`src/rtl/fcs_crc_engine.sv`:
```
// fcs_crc_engine
//   Ethernet FCS engine. Folds BYTES octets per beat into a reflected CRC-32
//   (poly 32'hEDB88320, init 32'hFFFFFFFF, LSB first) and checks the frame
//   length. On rx it flags FCS and length errors. When built with the macro
//   FCS_CRC_APPEND_EN it also appends the 4 FCS bytes after the last payload
//   beat, which is the tx use.
//
// Parameters
//   BYTES      octets per beat (1, 2, 4 or 8)
//   MIN_FRAME  minimum legal frame length, DA through FCS
//   MAX_FRAME  maximum legal frame length
//
// Ports
//   clk, rst_n           clock, asynchronous active-low reset
//   in_valid/in_ready    beat handshake
//   in_data              byte k is [8k+7:8k]; byte 0 is first on the wire
//   in_keep              valid bytes of an in_eof beat, contiguous from bit 0
//   in_sof/in_eof        first/last beat of a frame
//   crc_out              complemented running CRC (FCS of bytes so far)
//   done                 one-cycle pulse at frame completion
//   crc_ok, len_err      frame status, held until the next completion
//   frame_len            bytes in the frame, saturating at 2047
//   fcs_valid/fcs_ready/fcs_byte   append port (FCS_CRC_APPEND_EN only)
module fcs_crc_engine #(
    parameter int BYTES     = 1,
    parameter int MIN_FRAME = 64,
    parameter int MAX_FRAME = 1518
) (
    input  logic               clk,
    input  logic               rst_n,
    input  logic               in_valid,
    output logic               in_ready,
    input  logic [8*BYTES-1:0] in_data,
    input  logic [BYTES-1:0]   in_keep,
    input  logic               in_sof,
    input  logic               in_eof,
    output logic [31:0]        crc_out,
    output logic               done,
    output logic               crc_ok,
    output logic               len_err,
    output logic [10:0]        frame_len
`ifdef FCS_CRC_APPEND_EN
    ,
    output logic               fcs_valid,
    input  logic               fcs_ready,
    output logic [7:0]         fcs_byte
`endif
);

    localparam logic [31:0] CRC_POLY    = 32'hEDB88320;
    localparam logic [31:0] CRC_INIT    = 32'hFFFFFFFF;
    localparam logic [31:0] CRC_RESIDUE = 32'hDEBB20E3;
    localparam logic [10:0] MIN_LEN     = 11'(MIN_FRAME);
    localparam logic [10:0] MAX_LEN     = 11'(MAX_FRAME);

`ifdef FCS_CRC_APPEND_EN
    typedef enum logic [1:0] {IDLE, ACCUM, APPEND} state_t;
`else
    typedef enum logic [1:0] {IDLE, ACCUM} state_t;
`endif

    function automatic logic [31:0] crc32_byte(input logic [31:0] c, input logic [7:0] d);
        logic [31:0] r;
        r = c;
        for (int i = 0; i < 8; i++)
            r = (r[0] ^ d[i]) ? ((r >> 1) ^ CRC_POLY) : (r >> 1);
        return r;
    endfunction

    // Bytes 0..n-1 are folded in wire order within one cycle.
    function automatic logic [31:0] crc32_beat(input logic [31:0] c,
                                               input logic [8*BYTES-1:0] d,
                                               input logic [3:0] n);
        logic [31:0] r;
        r = c;
        for (int k = 0; k < BYTES; k++)
            if (k < int'(n)) r = crc32_byte(r, d[8*k +: 8]);
        return r;
    endfunction

    function automatic logic [3:0] keep_count(input logic [BYTES-1:0] k);
        logic [3:0] n;
        n = '0;
        for (int i = 0; i < BYTES; i++) n = n + {3'b000, k[i]};
        return n;
    endfunction

    function automatic logic [10:0] sat_add(input logic [10:0] a, input logic [3:0] b);
        logic [11:0] s;
        s = {1'b0, a} + {8'b0, b};
        return s[11] ? 11'h7FF : s[10:0];
    endfunction

    function automatic logic len_bad(input logic [10:0] n);
        return (n < MIN_LEN) || (n > MAX_LEN);
    endfunction

    state_t      state;
    logic [31:0] crc_reg_p1;
    logic        accept;
    logic [3:0]  beat_n;
    logic [31:0] crc_base;
    logic [31:0] crc_next;
    logic [10:0] len_base;
    logic [10:0] len_next;

    assign accept  = in_valid && in_ready;
    assign crc_out = ~crc_reg_p1;

    // in_sof restarts from the init value, which also covers an abort in ACCUM.
    always_comb begin
        beat_n   = in_eof ? keep_count(in_keep) : 4'(BYTES);
        crc_base = in_sof ? CRC_INIT : crc_reg_p1;
        len_base = in_sof ? 11'd0 : frame_len;
        crc_next = crc32_beat(crc_base, in_data, beat_n);
        len_next = sat_add(len_base, beat_n);
    end

`ifdef FCS_CRC_APPEND_EN
    logic [1:0]  fcs_idx;
    logic [31:0] crc_shift;
    logic [10:0] len_final;

    always_comb begin
        crc_shift = crc_out >> {fcs_idx + 2'd1, 3'b000};
        len_final = sat_add(frame_len, 4'd4);
    end
`else
    assign in_ready = 1'b1;
`endif

    // ---- beat accepted -> running CRC, length and status registers ----
    always_ff @(posedge clk or negedge rst_n) begin
        if (!rst_n) begin
            state      <= IDLE;
            crc_reg_p1 <= CRC_INIT;
            frame_len  <= '0;
            done       <= 1'b0;
            crc_ok     <= 1'b0;
            len_err    <= 1'b0;
`ifdef FCS_CRC_APPEND_EN
            in_ready   <= 1'b1;
            fcs_valid  <= 1'b0;
            fcs_byte   <= '0;
            fcs_idx    <= '0;
`endif
        end else begin
            done <= 1'b0;
            case (state)
                IDLE, ACCUM: begin
                    // Beats outside a frame (no in_sof while IDLE) are dropped.
                    if (accept && (in_sof || state == ACCUM)) begin
                        crc_reg_p1 <= crc_next;
                        frame_len  <= len_next;
                        if (in_eof) begin
`ifdef FCS_CRC_APPEND_EN
                            state     <= APPEND;
                            in_ready  <= 1'b0;
                            fcs_valid <= 1'b1;
                            fcs_byte  <= ~crc_next[7:0];
                            fcs_idx   <= '0;
`else
                            state   <= IDLE;
                            done    <= 1'b1;
                            crc_ok  <= (crc_next == CRC_RESIDUE);
                            len_err <= len_bad(len_next);
`endif
                        end else begin
                            state <= ACCUM;
                        end
                    end
                end
`ifdef FCS_CRC_APPEND_EN
                APPEND: begin
                    // The register is frozen here; fcs_byte walks crc_out LSB first.
                    if (fcs_valid && fcs_ready) begin
                        if (fcs_idx == 2'd3) begin
                            state     <= IDLE;
                            in_ready  <= 1'b1;
                            fcs_valid <= 1'b0;
                            done      <= 1'b1;
                            crc_ok    <= 1'b1;
                            frame_len <= len_final;
                            len_err   <= len_bad(len_final);
                        end else begin
                            fcs_idx  <= fcs_idx + 2'd1;
                            fcs_byte <= crc_shift[7:0];
                        end
                    end
                end
`endif
                default: state <= IDLE;
            endcase
        end
    end

endmodule

```
`config.mk`:
```
export PLATFORM = sky130hd
export DESIGN_NAME = fcs_crc_engine
export DESIGN_NICKNAME = d
export VERILOG_FILES = /design/src/rtl/fcs_crc_engine.sv
export SDC_FILE = /design/constraint.sdc
export NUM_CORES = 1
export LEC_CHECK = 0
export ABC_AREA = 1
export CAP_MARGIN = 10
export CORE_MARGIN = 4
export CORE_UTILIZATION = 61
export CTS_CLUSTER_SIZE = 25
export DETAILED_ROUTE_END_ITERATION = 8
export PLACE_DENSITY_LB_ADDON = 0.15
export SLEW_MARGIN = 10
export SYNTH_ARGS = -nofsm -noshare
export SYNTH_HDL_FRONTEND = slang
export SYNTH_SLANG_ARGS = --single-unit
```
`constraint.sdc`:
```
create_clock -name clk -period 4.4 [get_ports clk]
set_input_delay 0.88 -clock clk [delete_from_list [all_inputs] [get_ports clk]]
set_output_delay 0.88 -clock clk [all_outputs]
set_load 0.1 [all_outputs]
```
# --- Word-level counts from Yosys, hierarchy flattened ---
# Index checks and enable logic that the tools add are counted.
totals:
  word_cells: 56
  regBits: 48
op_classes:
  magnitude_cmp: 3
  n_bitwise: 17
  reduce_logical: 7
  n_addsub: 1
  n_eq_ne: 3
  mux: 19
ops:
  columns: ["cell", "count"]
  rows:
  - ["2-to-1 mux 32 bit", 10]
  - ["NOT 13 -> 14 bit", 8]
  - ["== test 32 bit (second input constant)", 1]
  - ["NOT 32 bit", 1]
  - ["2-to-1 mux 11 bit", 2]
  - ["adder 11 x 1 -> 12 bit", 1]
  - ["> comparator 11 bit (second input constant)", 1]
  - ["< comparator 11 x 7 -> 1 bit (second input constant)", 1]
  - ["bitwise XOR 1 bit", 8]
  - ["2-to-1 mux 1 bit", 5]
  - ["2-to-1 mux 2 bit", 2]
  - ["AND reduction 3 bit", 1]
  - ["== test 2 x 1 -> 1 bit (second input constant)", 1]
  - ["logical NOT 2 bit", 1]
  - ["logical OR 1 bit", 2]
  - ["inequality test 2 bit (second input constant)", 1]
  - ["AND reduction 2 bit", 1]
  - ["OR reduction 2 bit", 1]
  - ["logical AND 1 bit", 1]
  - ["< comparator 1 bit (first input constant)", 1]

# --- Longest topological paths before layout ---
depth:
  ltp_word: 19
  ltp_mapped: 20
  mapped_depth_nobuf: 18

# --- Worst setup path before layout ---
# No wires, ideal clock.
synth_path:
  path_type: "input port to flip-flop"
  from: "input port in_eof"
  to: "register len_err"
  n_path_buf: 2
  setup_slack_ns: 1.407
  required_ns: 4.277
  arrival_ns: 2.870
  cell_stages: 16
  setup_ns: 0.123
  cell_sequence: "inv_1 -> nor2_2 -> inv_1 -> clkbuf_1 -> buf_4 -> ha_1 -> ha_1 -> nand2_1 -> nor2_1 -> nand3_1 -> nand3b_1 -> xor2_1 -> a21oi_1 -> nor2_1 -> nand2_1 -> a21boi_1"
synth_between:
  elab_chain_cells: 5
synth_rtl:
  columns: ["element", "line", "source"]
  rows:
  - ["start, declared", "36", "input logic in_eof,"]
  - ["2-to-1 mux 1 bit", "112", "beat_n = in_eof ? keep_count(in_keep) : 4'(BYTES);"]
  - ["adder 11 x 1 -> 12 bit", "90", "s = {1'b0, a} + {8'b0, b};"]
  - ["2-to-1 mux 11 bit", "91", "return s[11] ? 11'h7FF : s[10:0];"]
  - ["< comparator 11 x 7 -> 1 bit or > comparator 11 bit (tied branches)", "95", "return (n < MIN_LEN) || (n > MAX_LEN);"]
  - ["logical OR 1 bit", "95", null]
  - ["end signal, assigned", "166", "len_err <= len_bad(len_next);"]
  - ["end, declared", "40", "output logic len_err,"]
# Several ways; a longest one is shown, not always the timed one.
# A chain may end at the register's enable or synchronous reset.

# --- Final worst setup path ---
layout_path:
  from: "input port in_sof"
  to: "register crc_ok"
layout_between:
  elab_chain_cells: 17
layout_rtl:
  columns: ["element", "line", "source"]
  rows:
  - ["start, declared", "35", "input logic in_sof,"]
  - ["2-to-1 mux 32 bit", "113", "crc_base = in_sof ? CRC_INIT : crc_reg_p1;"]
  - ["bitwise XOR 1 bit or NOT 13 -> 14 bit (tied branches)", null, null]
  - ["2-to-1 mux 32 bit", "66", "r = (r[0] ^ d[i]) ? ((r >> 1) ^ CRC_POLY) : (r >> 1);"]
  - ["2-to-1 mux 32 bit or NOT 13 -> 14 bit (tied branches)", null, null]
  - ["NOT 13 -> 14 bit (no source line) or 2-to-1 mux 32 bit (tied branches)", null, null]
  - ["2-to-1 mux 32 bit or NOT 13 -> 14 bit (tied branches)", null, null]
  - ["NOT 13 -> 14 bit (no source line) or 2-to-1 mux 32 bit (tied branches)", null, null]
  - ["2-to-1 mux 32 bit", "66", null]
  - ["2-to-1 mux 32 bit or NOT 13 -> 14 bit (tied branches)", null, null]
  - ["NOT 13 -> 14 bit (no source line) or 2-to-1 mux 32 bit (tied branches)", null, null]
  - ["2-to-1 mux 32 bit or NOT 13 -> 14 bit (tied branches)", null, null]
  - ["NOT 13 -> 14 bit (no source line) or 2-to-1 mux 32 bit (tied branches)", null, null]
  - ["2-to-1 mux 32 bit", "66", null]
  - ["NOT 13 -> 14 bit (no source line)", null, null]
  - ["2-to-1 mux 32 bit", "66", null]
  - ["2-to-1 mux 32 bit", "77", "if (k < int'(n)) r = crc32_byte(r, d[8*k +: 8]);"]
  - ["== test 32 bit", "165", "crc_ok <= (crc_next == CRC_RESIDUE);"]
  - ["end signal, assigned", "165", null]
  - ["end, declared", "39", "output logic crc_ok,"]
# Several ways; a longest one is shown, not always the timed one.

==> run metrics <==
status finished clean; clock slew at reported path FFs 0.09 ns; first-pass GRT wire length 23300 microns; worst-case vdd ir drop 473 uV; Clock Tree Root clkbuf_8; Worst-Skew Late Latency 0.31 ns; Min-Delay Path Class flop to flop; Tcrit/Tclk final 0.713; Worst setup SP type input port; most common cell after layout, fill and taps aside nand2_1; family with the most delay on the worst path buffers and inverters; crit path DAT 3.39 ns; TritonCTS buffer count 5; synthesized area per cell 5.96 sq um; critical-path maximum fanout 27; leakage power total 0.00263 uW; maxcap violations 0; DR vias 5014; std cell rows 31; Hold WS 0.506 ns; Crit. End Element flop; setup TNS 0 ns; slowest CP cell buf_2; H-tree depth 2; Final min period 3.14 ns; critical-path cell list buf_2 -> buf_4 -> o21ai_2 -> buf_4 -> nor2_1 -> inv_1 -> nor2_1 -> nand3_1 -> nor2_1 -> nand3_1 -> nor2_1 -> nand3_1 -> nand2_1; post-place setup slack 1.02 ns; Post-Syn Instances 761; layout cells sized above 1 0.139; most frequent cells in the layout 327 x nand2_1, 79 x inv_1, 65 x nor2_1, 65 x nand3_1, 57 x clkdlybuf4s50_1; YS warnings 0; Synth Register Bits 47; Initial Util 0.625; Synth cell types 35; Final Setup Violations 0; hpwl dp 10500 microns; fmax 319 MHz; postcts setup bufs 0; CTS tree built; Critical Path RT 4.65 ns; pin count of the biggest net entering global routing 56; Syn Nets 777; final worst slack 1.26 ns; clock sinks 47; Top cell by count, worst path nor2_1; Netlist Area Pre-Place 4540 sq um; starting DRC count in detailed routing 435; worst slew pin tran 0.986 ns; die width 94.2 microns; clock tree buffer depth 2; layout net count 821; Final Slew Violations 0; First-pass DRT Iterations 6; pwr dens 555 nW/um^2; CP max stage delay 0.59 ns; Slew HR 0.341; die span in y 94.2 microns; Layout Area Growth over Synthesis 14.0%; WL final 14000 microns; hold buffers post-CTS 0; Ant. Diodes 0; post-synthesis sequential area ratio 0.268; core area 7250 sq um; Final Wtd Congestion 1.01; WS Path Type input port to flop; I/O Buffers 59; I/O pins 61; ANT nets after route 0; Worst Skew 0.00646 ns; DR WL/cell 15.5 microns; final count of hold timing violations 0; WP buf/inv 4; DRC viols 0; initial antenna violation count 0; vias in the first global route 4663; die area 8880 sq um; RSZ-0062 raised after global routing false; PostCTS Resize Cnt 0; GRT Total Usage 0.335; via-per-instance ratio 5.54; gr ovfl total 0
==> final cells by class <==
| type | instances | area (sq um) |
|---|---|---|
| clock buffers | 5 | 68.8 |
| repair buffers | 64 | 618 |
| multi-input cells | 605 | 2810 |
| well taps | 99 | 124 |
| inverters | 82 | 315 |
| flip-flops and latches | 47 | 1220 |
| fillers | 666 | 2080 |
| clock inverters | 3 | 20.0 |
==> where the power goes <==
| part | switching, uW | total (uW) | leakage [uW] | internal, uW |
|---|---|---|---|---|
| clock network | 158 | 269 | 0.0000418 | 111 |
| logic | 1470 | 1920 | 0.00206 | 452 |
| registers | 84.5 | 681 | 0.000528 | 596 |
| total | 1710 | 2870 | 0.00263 | 1160 |
==> layer usage <==
metal,global-route usage,share of wire,routed length (microns)
met3,0.0713,0.11,1480
met2,0.517,0.44,6210
met4,0.155,0.041,576
met5,0,0,0
met1,0.449,0.41,5760
==> cells by family (layout without fill, tap and decap cells) <==
logic type | after synthesis | count (layout) | synth area share
fa+ha+maj | 2 | 2 | 0.00551
flops | 47 | 47 | 0.268
xor+xnor | 11 | 11 | 0.0212
other cells | 1 | 1 | 0.000827
simple gates | 526 | 526 | 0.515
buf+inv | 109 | 154 | 0.112
compound gates | 65 | 65 | 0.0769
==> state kept, by name (all words and copies together) (netlist names) <==
name / cells
len_err: 1
crc_reg_p1: 32
state: 1
crc_ok: 1
done: 1
frame_len: 11
==> tightest hold or removal path, stage by stage, from the launching register on <==
cell and delay (ns):
dfstp_2 0.39, nand2_1 0.05, o21ai_0 0.07
==> stage by stage <==
stage	std cells	utilization	power, uW	area (sq um)
detailed placement	897	0.701	2580	5080
CTS	905	0.713	2850	5170
global placement	897	0.701	2560	5080
global route	905	0.713	3040	5170
finish	905	0.713	2870	5170
floorplan	761	-	2140	4540
==> synthesized netlist by cell type <==
| library cell | instances | area [sq um] |
|---|---|---|
| nand3_1 | 65 | 325 |
| inv_2 | 2 | 7.51 |
| nand4_1 | 2 | 12.5 |
| xor2_1 | 9 | 78.8 |
| or2_2 | 2 | 12.5 |
| dfstp_2 | 32 | 841 |
| nor2_4 | 4 | 45.0 |
| xnor2_1 | 2 | 17.5 |
| nand2_2 | 29 | 181 |
| nand3b_1 | 4 | 30.0 |
| a31oi_1 | 7 | 43.8 |
| conb_1 | 1 | 3.75 |
| nand2_1 | 327 | 1230 |
| clkbuf_1 | 11 | 41.3 |
| o21ai_0 | 47 | 235 |
| buf_6 | 6 | 67.6 |
| nand2_4 | 16 | 180 |
| o21ai_2 | 2 | 17.5 |
| a21boi_1 | 1 | 7.51 |
| nor2_2 | 9 | 56.3 |
| buf_2 | 3 | 15.0 |
| dfrtp_1 | 15 | 375 |
| o21bai_1 | 1 | 7.51 |
| inv_1 | 79 | 297 |
| buf_4 | 3 | 22.5 |
| a21oi_1 | 3 | 15.0 |
| ha_1 | 2 | 25.0 |
| o21ai_1 | 3 | 15.0 |
| buf_1 | 2 | 7.51 |
| or2_1 | 2 | 12.5 |
| buf_12 | 2 | 40.0 |
| nor3_2 | 1 | 10.0 |
| nor2_1 | 65 | 244 |
| inv_8 | 1 | 11.3 |
| o211ai_1 | 1 | 7.51 |
==> final timing paths <==
path,start,endpoint,slack (ns),depth (start not counted)
max in group asynchronous,rst_n,crc_reg_p1[0],3.00,2
min reg2reg,crc_reg_p1[7],crc_reg_p1[7],0.51,2
max,in_sof,crc_ok,1.26,13
max reg2reg,crc_reg_p1[0],crc_ok,2.06,16
min,crc_reg_p1[7],crc_reg_p1[7],0.51,2
min in group asynchronous,rst_n,frame_len[7],0.64,1
Note: power is estimated with default switching activity, not from simulation.
